[src/rtl/writeback_arbiter_pkg.sv]
// Shared constants and types for the register file writeback arbiter.
//   DATA_W / ADDR_W : register data / address widths
//   NUM_REGS        : architectural register count (pending scoreboard width)
//   R0              : hardwired-zero register address; writes to it are discarded
package writeback_arbiter_pkg;
  localparam int DATA_W   = 32;
  localparam int ADDR_W   = 5;
  localparam int NUM_REGS = 32;
  localparam logic [ADDR_W-1:0] R0 = '0;

  // One queued multdiv result
  typedef struct packed {
    logic [ADDR_W-1:0] addr;
    logic [DATA_W-1:0] data;
  } wb_entry_t;

  function automatic logic [NUM_REGS-1:0] reg_onehot(input logic [ADDR_W-1:0] a);
    reg_onehot    = '0;
    reg_onehot[a] = 1'b1;
  endfunction
endpackage

[src/rtl/writeback_arbiter_if.sv]
// Multdiv result handshake into the writeback arbiter.
//   md_valid/md_reg/md_data : result offered by the multdiv unit
//   md_ready                : arbiter can take the result this cycle
// master = multdiv unit side, slave = arbiter side.
interface writeback_arbiter_if;
  import writeback_arbiter_pkg::*;
  logic              md_valid;
  logic [ADDR_W-1:0] md_reg;
  logic [DATA_W-1:0] md_data;
  logic              md_ready;

  modport master (output md_valid, md_reg, md_data, input  md_ready);
  modport slave  (input  md_valid, md_reg, md_data, output md_ready);
endinterface

[src/rtl/writeback_arbiter_wb_fifo.sv]
// Small FIFO buffering multdiv results until the write port is free.
//   clk, rst              : clock, synchronous active-high reset (empties queue)
//   i_push, i_push_data   : enqueue (ignored when full)
//   i_pop                 : dequeue head (ignored when empty)
//   o_head                : current head entry (valid when !o_empty)
//   o_full, o_empty       : occupancy flags
module wb_fifo #(
  parameter int DEPTH = 2,
  parameter int W     = 37
) (
  input  logic         clk,
  input  logic         rst,
  input  logic         i_push,
  input  logic [W-1:0] i_push_data,
  input  logic         i_pop,
  output logic [W-1:0] o_head,
  output logic         o_full,
  output logic         o_empty
);
  localparam int PW = (DEPTH > 1) ? $clog2(DEPTH) : 1;
  localparam int CW = $clog2(DEPTH + 1);

  logic [W-1:0]  r_mem [DEPTH];
  logic [PW-1:0] r_wr, r_rd;
  logic [CW-1:0] r_cnt;
  logic          w_push, w_pop;

  assign o_full  = (r_cnt == CW'(DEPTH));
  assign o_empty = (r_cnt == '0);
  assign w_push  = i_push & ~o_full;
  assign w_pop   = i_pop  & ~o_empty;
  assign o_head  = r_mem[r_rd];

  // Pointers wrap explicitly so non-power-of-two depths work
  function automatic logic [PW-1:0] nxt(input logic [PW-1:0] p);
    nxt = (p == PW'(DEPTH - 1)) ? '0 : p + PW'(1);
  endfunction

  always_ff @(posedge clk) begin
    if (rst) begin
      r_wr  <= '0;
      r_rd  <= '0;
      r_cnt <= '0;
    end else begin
      if (w_push) begin
        r_mem[r_wr] <= i_push_data;
        r_wr        <= nxt(r_wr);
      end
      if (w_pop) r_rd <= nxt(r_rd);
      case ({w_push, w_pop})
        2'b10:   r_cnt <= r_cnt + CW'(1);
        2'b01:   r_cnt <= r_cnt - CW'(1);
        default: r_cnt <= r_cnt;
      endcase
    end
  end
endmodule

[src/rtl/writeback_arbiter.sv]
// Sole driver of the register file write port. Merges the never-stalled
// pipeline writeback with buffered multdiv results and tracks registers
// still waiting on a multdiv result.
//   clock, ctrl_reset       : clock, synchronous active-high reset
//   pipe_wr_en/reg/data     : pipeline writeback (highest priority)
//   md (slave)              : multdiv result valid/ready handshake
//   md_issue, md_issue_reg  : multdiv op issued; marks destination pending
//   pending                 : per-register "awaiting multdiv result"
//   ctrl_writeEnable/ctrl_writeReg/data_writeReg : registered write port
module writeback_arbiter
  import writeback_arbiter_pkg::*;
#(
  parameter int DEPTH = 2
) (
  input  logic                clock,
  input  logic                ctrl_reset,
  input  logic                pipe_wr_en,
  input  logic [ADDR_W-1:0]   pipe_wr_reg,
  input  logic [DATA_W-1:0]   pipe_wr_data,
  writeback_arbiter_if.slave  md,
  input  logic                md_issue,
  input  logic [ADDR_W-1:0]   md_issue_reg,
  output logic [NUM_REGS-1:0] pending,
  output logic                ctrl_writeEnable,
  output logic [ADDR_W-1:0]   ctrl_writeReg,
  output logic [DATA_W-1:0]   data_writeReg
);
  localparam logic [NUM_REGS-1:0] R0_MASK = NUM_REGS'(1);

  wb_entry_t           w_head, w_md_ent, w_sel;
  logic                w_full, w_empty;
  logic                w_md_live, w_pipe_sel, w_pop, w_bypass, w_push;
  logic                w_we_nxt;
  logic [NUM_REGS-1:0] w_set, w_clr;
  logic                r_we;
  logic [ADDR_W-1:0]   r_reg;
  logic [DATA_W-1:0]   r_data;
  logic [NUM_REGS-1:0] r_pend;

  // Ready ignores a same-cycle pop so the accept path never depends on selection
  assign md.md_ready = ~w_full & ~ctrl_reset;
  assign w_md_ent    = '{addr: md.md_reg, data: md.md_data};
  // Results for r0 are accepted but discarded
  assign w_md_live   = md.md_valid & md.md_ready & (md.md_reg != R0);
  assign w_pipe_sel  = pipe_wr_en & (pipe_wr_reg != R0);
  assign w_pop       = ~w_pipe_sel & ~w_empty;
  assign w_bypass    = ~w_pipe_sel & w_empty & w_md_live;
  assign w_push      = w_md_live & ~w_bypass;

  wb_fifo #(.DEPTH(DEPTH), .W($bits(wb_entry_t))) u_fifo (
    .clk         (clock),
    .rst         (ctrl_reset),
    .i_push      (w_push),
    .i_push_data (w_md_ent),
    .i_pop       (w_pop),
    .o_head      (w_head),
    .o_full      (w_full),
    .o_empty     (w_empty)
  );

  always_comb begin
    w_sel    = '{addr: r_reg, data: r_data};
    w_we_nxt = 1'b0;
    w_clr    = '0;
    if (w_pipe_sel) begin
      w_sel    = '{addr: pipe_wr_reg, data: pipe_wr_data};
      w_we_nxt = 1'b1;
    end else if (w_pop) begin
      w_sel    = w_head;
      w_we_nxt = 1'b1;
      w_clr    = reg_onehot(w_head.addr);
    end else if (w_bypass) begin
      w_sel    = w_md_ent;
      w_we_nxt = 1'b1;
      w_clr    = reg_onehot(w_md_ent.addr);
    end
  end

  assign w_set = (md_issue && md_issue_reg != R0) ? reg_onehot(md_issue_reg) : '0;

  always_ff @(posedge clock) begin
    if (ctrl_reset) begin
      r_we   <= 1'b0;
      r_reg  <= '0;
      r_data <= '0;
      r_pend <= '0;
    end else begin
      r_we   <= w_we_nxt;
      r_reg  <= w_sel.addr;
      r_data <= w_sel.data;
      // Set after clear: a re-issue to the same register keeps it pending
      r_pend <= ((r_pend & ~w_clr) | w_set) & ~R0_MASK;
    end
  end

  assign ctrl_writeEnable = r_we;
  assign ctrl_writeReg    = r_reg;
  assign data_writeReg    = r_data;
  assign pending          = r_pend;
endmodule

[src/flat_wrapper.sv]
// flat-port wrapper written by rule: the top's interface ports become plain ports
module writeback_arbiter_flat import writeback_arbiter_pkg::*;
#(
  parameter int DEPTH = 2
)
  (clock, ctrl_reset, pipe_wr_en, pipe_wr_reg, pipe_wr_data, md_issue, md_issue_reg, pending, ctrl_writeEnable, ctrl_writeReg, data_writeReg, md_md_valid, md_md_reg, md_md_data, md_md_ready);
  writeback_arbiter_if md_i ();
  input  logic clock;
  input  logic ctrl_reset;
  input  logic pipe_wr_en;
  input  logic [ADDR_W-1:0] pipe_wr_reg;
  input  logic [DATA_W-1:0] pipe_wr_data;
  input  logic md_issue;
  input  logic [ADDR_W-1:0] md_issue_reg;
  output logic [NUM_REGS-1:0] pending;
  output logic ctrl_writeEnable;
  output logic [ADDR_W-1:0] ctrl_writeReg;
  output logic [DATA_W-1:0] data_writeReg;
  input wire logic [$bits(md_i.md_valid)-1:0] md_md_valid;
  input wire logic [$bits(md_i.md_reg)-1:0] md_md_reg;
  input wire logic [$bits(md_i.md_data)-1:0] md_md_data;
  output wire logic [$bits(md_i.md_ready)-1:0] md_md_ready;
  assign md_i.md_valid = md_md_valid;
  assign md_i.md_reg = md_md_reg;
  assign md_i.md_data = md_md_data;
  assign md_md_ready = md_i.md_ready;
  writeback_arbiter #(.DEPTH(DEPTH)) u_core (.clock(clock), .ctrl_reset(ctrl_reset), .pipe_wr_en(pipe_wr_en), .pipe_wr_reg(pipe_wr_reg), .pipe_wr_data(pipe_wr_data), .md(md_i), .md_issue(md_issue), .md_issue_reg(md_issue_reg), .pending(pending), .ctrl_writeEnable(ctrl_writeEnable), .ctrl_writeReg(ctrl_writeReg), .data_writeReg(data_writeReg));
endmodule
[config.mk]
export PLATFORM = sky130hd
export DESIGN_NAME = writeback_arbiter_flat
export DESIGN_NICKNAME = d
export VERILOG_FILES = /design/src/rtl/writeback_arbiter_pkg.sv /design/src/rtl/writeback_arbiter_if.sv /design/src/rtl/writeback_arbiter_wb_fifo.sv /design/src/rtl/writeback_arbiter.sv /design/src/flat_wrapper.sv
export SDC_FILE = /design/constraint.sdc
export NUM_CORES = 1
export LEC_CHECK = 0
export BUFFER_PORTS_ARGS = -buffer_cell sky130_fd_sc_hd__buf_2
export CAP_MARGIN = 15
export CORE_MARGIN = 2
export CORE_UTILIZATION = 32
export DETAILED_ROUTE_END_ITERATION = 10
export SETUP_SLACK_MARGIN = 0.05
export SLEW_MARGIN = 20
export SYNTH_ARGS = -nofsm -noshare
export SYNTH_HDL_FRONTEND = slang
export SYNTH_SLANG_ARGS = --single-unit
[constraint.sdc]
create_clock -name clock -period 4.1 [get_ports clock]
set_input_delay 0.82 -clock clock [delete_from_list [all_inputs] [get_ports clock]]
set_output_delay 0.82 -clock clock [all_outputs]
set_load 0.005 [all_outputs]
### Word-level counts from Yosys, hierarchy flattened

Memory sizes are Yosys's and may differ from the RTL's. A register that Yosys moved wholly into a read port is not among the register bits.
Index checks and enable logic that the tools add are counted.

| operators by class | value |
|---|---|
| add/sub/neg operators | 4 |
| magnitude comparators | 6 |
| equality and inequality tests | 3 |
| mux-type cells | 24 |
| bitwise logic cells | 18 |
| reductions and logical operators | 10 |

Operators with widths:

| cell | count |
|---|---|
| $mux W32 | 4 |
| $mux W37 | 3 |
| $and A32 B32 Y32 | 1 |
| $not A32 Y32 | 1 |
| $or A32 B32 Y32 | 1 |
| $lt A5 B6 Y1 const B | 3 |
| $demux W1 S5 | 3 |
| $ge A5 B1 Y1 const B | 3 |
| $reduce_bool A5 Y1 | 3 |
| $mux W1 | 13 |
| $and A1 B1 Y1 | 10 |
| $not A1 Y1 | 5 |
| $eq A2 B2 Y1 const B | 2 |
| $logic_and A1 B1 Y1 | 4 |
| $pmux W2 S2 | 1 |
| $reduce_bool A3 Y1 | 1 |
| $add A1 B1 Y1 const B | 2 |
| $add A2 B1 Y2 const B | 1 |
| $eq A2 B1 Y1 const B | 1 |
| $logic_not A2 Y1 | 1 |
| $reduce_bool A2 Y1 | 1 |
| $sub A2 B1 Y2 const B | 1 |

| word-level totals | value |
|---|---|
| bits in registers | 74 |
| memory bits (writable) | 74 |
| bits of input ports | 84 |
| output and inout port bits | 71 |
| logic and storage cells | 74 |
| memories kept | 1 |

Memory list:

| memory | words | width | rd ports | clocked after memory_dff | wr ports | RTL line | source |
|---|---|---|---|---|---|---|---|
| u_core.u_fifo.r_mem | 2 | 37 | 1 | 1 | 1 | writeback_arbiter_wb_fifo.sv:23 | `logic [W-1:0] r_mem [DEPTH];` |

### Depth between registers and ports, before layout

| depth | value |
|---|---|
| depth in word-level cells | 12 |
| depth in mapped cells | 11 |

### Hierarchy

From an unflattened synthesis, not the netlist that was laid out.

| unflattened totals | value |
|---|---|
| cell total of the unflattened synthesis | 602 |
| area total of the unflattened synthesis | 6586.3 um^2 |

Modules (own cells, without submodules):

| module | instances | cells an instance | area each (um^2) | seq. area each (um^2) |
|---|---|---|---|---|
| writeback_arbiter | 1 | 462 | 3704.8 | 1381.3 |
| wb_fifo | 1 | 140 | 2881.5 | 2322.2 |

### Worst setup path before layout

OpenSTA, ideal clock, no wires.

| path | value |
|---|---|
| path type | input -> register |
| from | in md_md_reg[4] |
| to | mem u_core.u_fifo.r_mem[1][0] (enable) |
| setup time | 0.398 ns |
| arrival time | 2.711 ns |
| slack | 0.991 ns |
| stages | 7 |
| cells stage by stage | clkbuf_1 > or3_1 > buf_2 > o211a_1 > buf_6 > buf_6 > and3_1 |

| on the way | value |
|---|---|
| word-level cells in the longest chain between the ends | 9 |

Ends and longest elaborated chain:

| what | RTL line | source |
|---|---|---|
| start: declaration | flat_wrapper.sv:20 | `input wire logic [$bits(md_i.md_reg)-1:0] md_md_reg;` |
| $reduce_bool A5 Y1 (*) | writeback_arbiter.sv:44 | `assign w_md_live = md.md_valid & md.md_ready & (md.md_reg != R0);` |
| $and A1 B1 Y1 (*) | writeback_arbiter.sv:44 |  |
| $and A1 B1 Y1 | writeback_arbiter.sv:47 | `assign w_bypass = ~w_pipe_sel & w_empty & w_md_live;` |
| $not A1 Y1 | writeback_arbiter.sv:48 | `assign w_push = w_md_live & ~w_bypass;` |
| $and A1 B1 Y1 (*) | writeback_arbiter.sv:48 |  |
| $and A1 B1 Y1 (*) | writeback_arbiter_wb_fifo.sv:30 | `assign w_push = i_push & ~o_full;` |
| $mux W1 (*) | writeback_arbiter_wb_fifo.sv:45 | `if (w_push) begin` |
| $mux W1 (*) | writeback_arbiter_wb_fifo.sv:40 | `if (rst) begin` |
| $mux W1 (not written as such) (*) | writeback_arbiter_wb_fifo.sv:46 | `r_mem[r_wr] <= i_push_data;` |
| end: declaration | writeback_arbiter_wb_fifo.sv:23 |  |

Mark *: on every way between the ends. The rest lies on a longest branch, timed or not.

### Final worst setup path

| path | value |
|---|---|
| from | in ctrl_reset |
| to | reg u_core.u_fifo.r_cnt[1] |

| on the way | value |
|---|---|
| word-level cells in the longest chain between the ends | 10 |
| elaborated cells between the ends (all ways) | 12 |

Ends and longest elaborated chain:

| what | RTL line | source |
|---|---|---|
| start: declaration | flat_wrapper.sv:9 | `input logic ctrl_reset;` |
| $not A1 Y1 | writeback_arbiter.sv:41 | `assign md.md_ready = ~w_full & ~ctrl_reset;` |
| $and A1 B1 Y1 | writeback_arbiter.sv:41 |  |
| $and A1 B1 Y1 (2 in series) | writeback_arbiter.sv:44 |  |
| $and A1 B1 Y1 | writeback_arbiter.sv:47 |  |
| $not A1 Y1 | writeback_arbiter.sv:48 |  |
| $and A1 B1 Y1 | writeback_arbiter.sv:48 |  |
| $and A1 B1 Y1 | writeback_arbiter_wb_fifo.sv:30 |  |
| $eq A2 B1 Y1 or $eq A2 B2 Y1 (tied branches) | writeback_arbiter_wb_fifo.sv:50 | `case ({w_push, w_pop})` |
| $pmux W2 S2 or $reduce_bool A2 Y1 (tied branches) | -- |  |
| end signal: assignment | writeback_arbiter_wb_fifo.sv:51 | `2'b10: r_cnt <= r_cnt + CW'(1);` |
| end signal: assignment | writeback_arbiter_wb_fifo.sv:52 | `2'b01: r_cnt <= r_cnt - CW'(1);` |
| end signal: assignment | writeback_arbiter_wb_fifo.sv:53 | `default: r_cnt <= r_cnt;` |
| end: declaration | writeback_arbiter_wb_fifo.sv:25 | `logic [CW-1:0] r_cnt;` |

Parallel ways exist; a longest one is shown, timed or not.
A chain may end at the register's enable or synchronous reset.

==> results.yml <==
cells_and_area:
  layout-drive-gt1-share_pct: 25.4
  multi_input_area_um2: 3040
  ff_latch_area_um2: 3700
  finalNetCount: 910
  areaGrowthSynthToFinish_pct: 21.5
  layout_common_cells: "153 x buf_2, 78 x nand2_1, 74 x edfxtp_1"
  utilization_pct: 39.5
  final_common_cell: "buf_2"
  num-fill-cells: 2154
timing:
  finalWorstSetupSlack_ps: 1320
  final_max_slew_viol_count: 0
  hold_violations: 0
  max_freq_mhz: 359
  layout_min_cycle_time_ps: 2780
  setup_tns_ps: 0
  finalClockSkew_ps: 14.1
  relSlewSlack_pct: 38.7
  setup_viol: 0
  worst_pin_slew_ps: 920
  fin_crit_sh_pct: 67.9
  rsz0062_at_grt: "no"
detailed_routing:
  num_vias: 6222
  via_per_inst: 5.56
  drc: 0
  drt_iter0_markers: 495
  wl_um: 21900
  first_pass_iters: 5
  postRouteAntennaNets: 0
  post_drt_wl_per_cell_um: 19.6
power_and_ir_drop:
  power.density_nw_per_um2: 522
  max-vdd-ir-drop_v: 0.000317
  leakage_nw: 3.13
place:
  preCtsSetupSlack_ps: 872
  dp_hpwl_um: 14500
  gp_congestion: 0.902
  port_buffers: 153
clocking:
  ctsHoldBuffers: 0
  htree_num_levels: 4
  cts.sinks: 148
  cts_buffer_depth: 2
  insertion_delay_ps: 430
  cts_resized: 0
  numCtsBuffers: 17
  post_cts_buffers: 0
  root_buffer: "clkbuf_16"
  clk_pin_slew_ps: 60
  cts_tree: "yes"
hold_path:
  hp-start: "u_core.u_fifo.r_wr$_SDFFE_PP0P_"
  min_path_type: "flop to flop"
  worstHoldEndpoint: "u_core.u_fifo.r_wr$_SDFFE_PP0P_"
  hold_depth: 2
floorplanning:
  core_area_um2: 21800
  fp.dieW_um: 153
  io_pins: 155
  fp.dieH_um: 153
  row_count: 54
  initial_core_util_pct: 32.5
  die_area_um2: 23300
worst_setup_path:
  endpoint_kind: "flop"
  r2r_start: "u_core.u_fifo.r_cnt[0]$_SDFFE_PP0P_"
  crit_arrival_ps: 3140
  critPathSlowestCell: "nor2b_1"
  r2r_slack_ps: 1510
  worstSetupStartpointType: "input pin"
  r2r-end: "u_core.pending[4]$_SDFF_PP0_"
  critPathKind: "input pin to flop"
  max_stage_delay_ps: 540
  cp_cell_sequence: "buf_2 > nor2b_1 > o211a_1 > buf_4 > nand2_1 > ha_1 > or3_1 > a21oi_1"
  critical_path_required_ps: 4450
  cp_max_fo: 38
  r2r_cells: 4
yosys:
  synthCells: 708
  synth_edf_count: 74
  synth_flop_cell: "edfxtp_1"
  synth_top_family_by_area: "simple AND/OR/NAND/NOR gates"
  synth_compound_area_share_pct: 15.6
  synth_area_um2: 7070
  synth-seq-area-share_pct: 52.4
  async_reset_ff_share_pct: 0
  ys_seq_elements: 148
  synthAdderAreaFrac_pct: 0.177
  yosys.area_share.simple_pct: 21.2
  yosysUniqueCellTypes: 57
  synth_mux_area_share_pct: 5.38
  ys_warn_count: 0
  synth.net_count: 793
  synth_xor_area_share_pct: 0.248
  avgSynthCellArea_um2: 9.98
global_route:
  grt_pass1_wl_um: 33800
  antenna_found_initial: 3
  grt_usage_pct: 18.4
  gr-total-overflow: 0
  grt_pass1_vias: 5979
  grt_max_degree: 72
run:
  drv_cap: 0
outcome:
  status: "finished clean"
-- worst max-delay path by stage --
stage	startpoint	end	slack, ps	depth (start not counted)
finish	ctrl_reset	u_core.u_fifo.r_cnt[1]$_SDFFE_PP0P_	1320	8
global route	md_md_valid	u_core.u_fifo.r_cnt[1]$_SDFFE_PP0P_	1180	8
CTS	ctrl_reset	u_core.u_fifo.r_cnt[1]$_SDFFE_PP0P_	1330	8
detailed placement	md_md_valid	u_core.u_fifo.r_cnt[1]$_SDFFE_PP0P_	870	8
global placement	md_md_valid	u_core.u_fifo.r_cnt[1]$_SDFFE_PP0P_	930	8
floorplan	md_md_reg[4]	u_core.u_fifo.r_mem[1][0]$_DFFE_PP_	990	7
-- per-stage QoR --
stage / hold WS, ps / total power [mW] / instances / instance area, um^2
floorplan: 458 / 2.53 / 708 / 7070
global placement: 460 / 2.89 / 1086 / 7980
detailed placement: 479 / 2.90 / 1086 / 7980
CTS: 492 / 4.51 / 1118 / 8580
global route: 515 / 4.70 / 1119 / 8580
finish: 497 / 4.48 / 1119 / 8580
-- layout make-up --
cell class	instances	area share [%]
Tap cell	280	4.08
Antenna cell	1	0.0292
Inverter	7	0.306
Timing Repair Buffer	164	10.0
Clock inverter	14	1.92
Sequential cell	148	43.2
Multi-Input combinational cell	487	35.4
Clock buffer	18	5.12
-- cells in the mapped netlist (7+ instances only) --
cell type / n / share of area, %
nand2_1: 78 / 4.1
o32ai_1: 13 / 1.6
nand3_1: 70 / 5.0
edfxtp_1: 74 / 31
buf_2: 21 / 1.5
o22ai_1: 18 / 1.6
dfxtp_1: 74 / 21
mux2i_1: 38 / 5.4
o21ai_0: 18 / 1.3
a21oi_1: 24 / 1.7
nor4_1: 15 / 1.3
inv_1: 7 / 0.37
o311ai_0: 15 / 1.9
nor2_1: 42 / 2.2
nor3_1: 39 / 2.8
clkbuf_1: 32 / 1.7
a311oi_1: 37 / 4.6
-- worst max-delay path: cells and delay by family --
kind,cells,cell delay [ps]
buf+inv,2,500
simple gates,3,1040
fa+ha+maj,1,350
compound gates,2,410
-- cell families (layout without fill, tap and decap cells) --
logic type,count (synthesis),after routing
adder cells (fa/ha/maj),1,1
AO/OA/AOI/OAI,149,149
multiplexers,38,38
other,1,2
XOR/XNOR,2,2
flip-flops,148,148
AND/OR/NAND/NOR,296,296
buffers and inverters,73,203
-- routing by layer --
layer | wire (um) | GRT usage (%) | up-vias
met2 | 10200 | 29.4 | 239
met3 | 1480 | 4.55 | 36
met1 | 9690 | 24.0 | 2985
met5 | 26 | 0 | -
li1 | - | - | 2958
met4 | 488 | 7.14 | 4
-- where the power goes --
group / switching [mW] / internal [mW]
sequential: 0.0989 / 1.70
combinational: 0.698 / 0.381
clock: 0.674 / 0.933
-- sequential cells by signal, summed over array words and instances, names as in the netlist, named ones only --
name	count
u_core.u_fifo.r_rd	1
u_core.u_fifo.r_wr	1
u_core.ctrl_writeReg	5
u_core.u_fifo.r_mem	74
u_core.u_fifo.r_cnt	2
u_core.data_writeReg	32
u_core.ctrl_writeEnable	1
u_core.pending	31
Power figures use the tool's default switching activity.
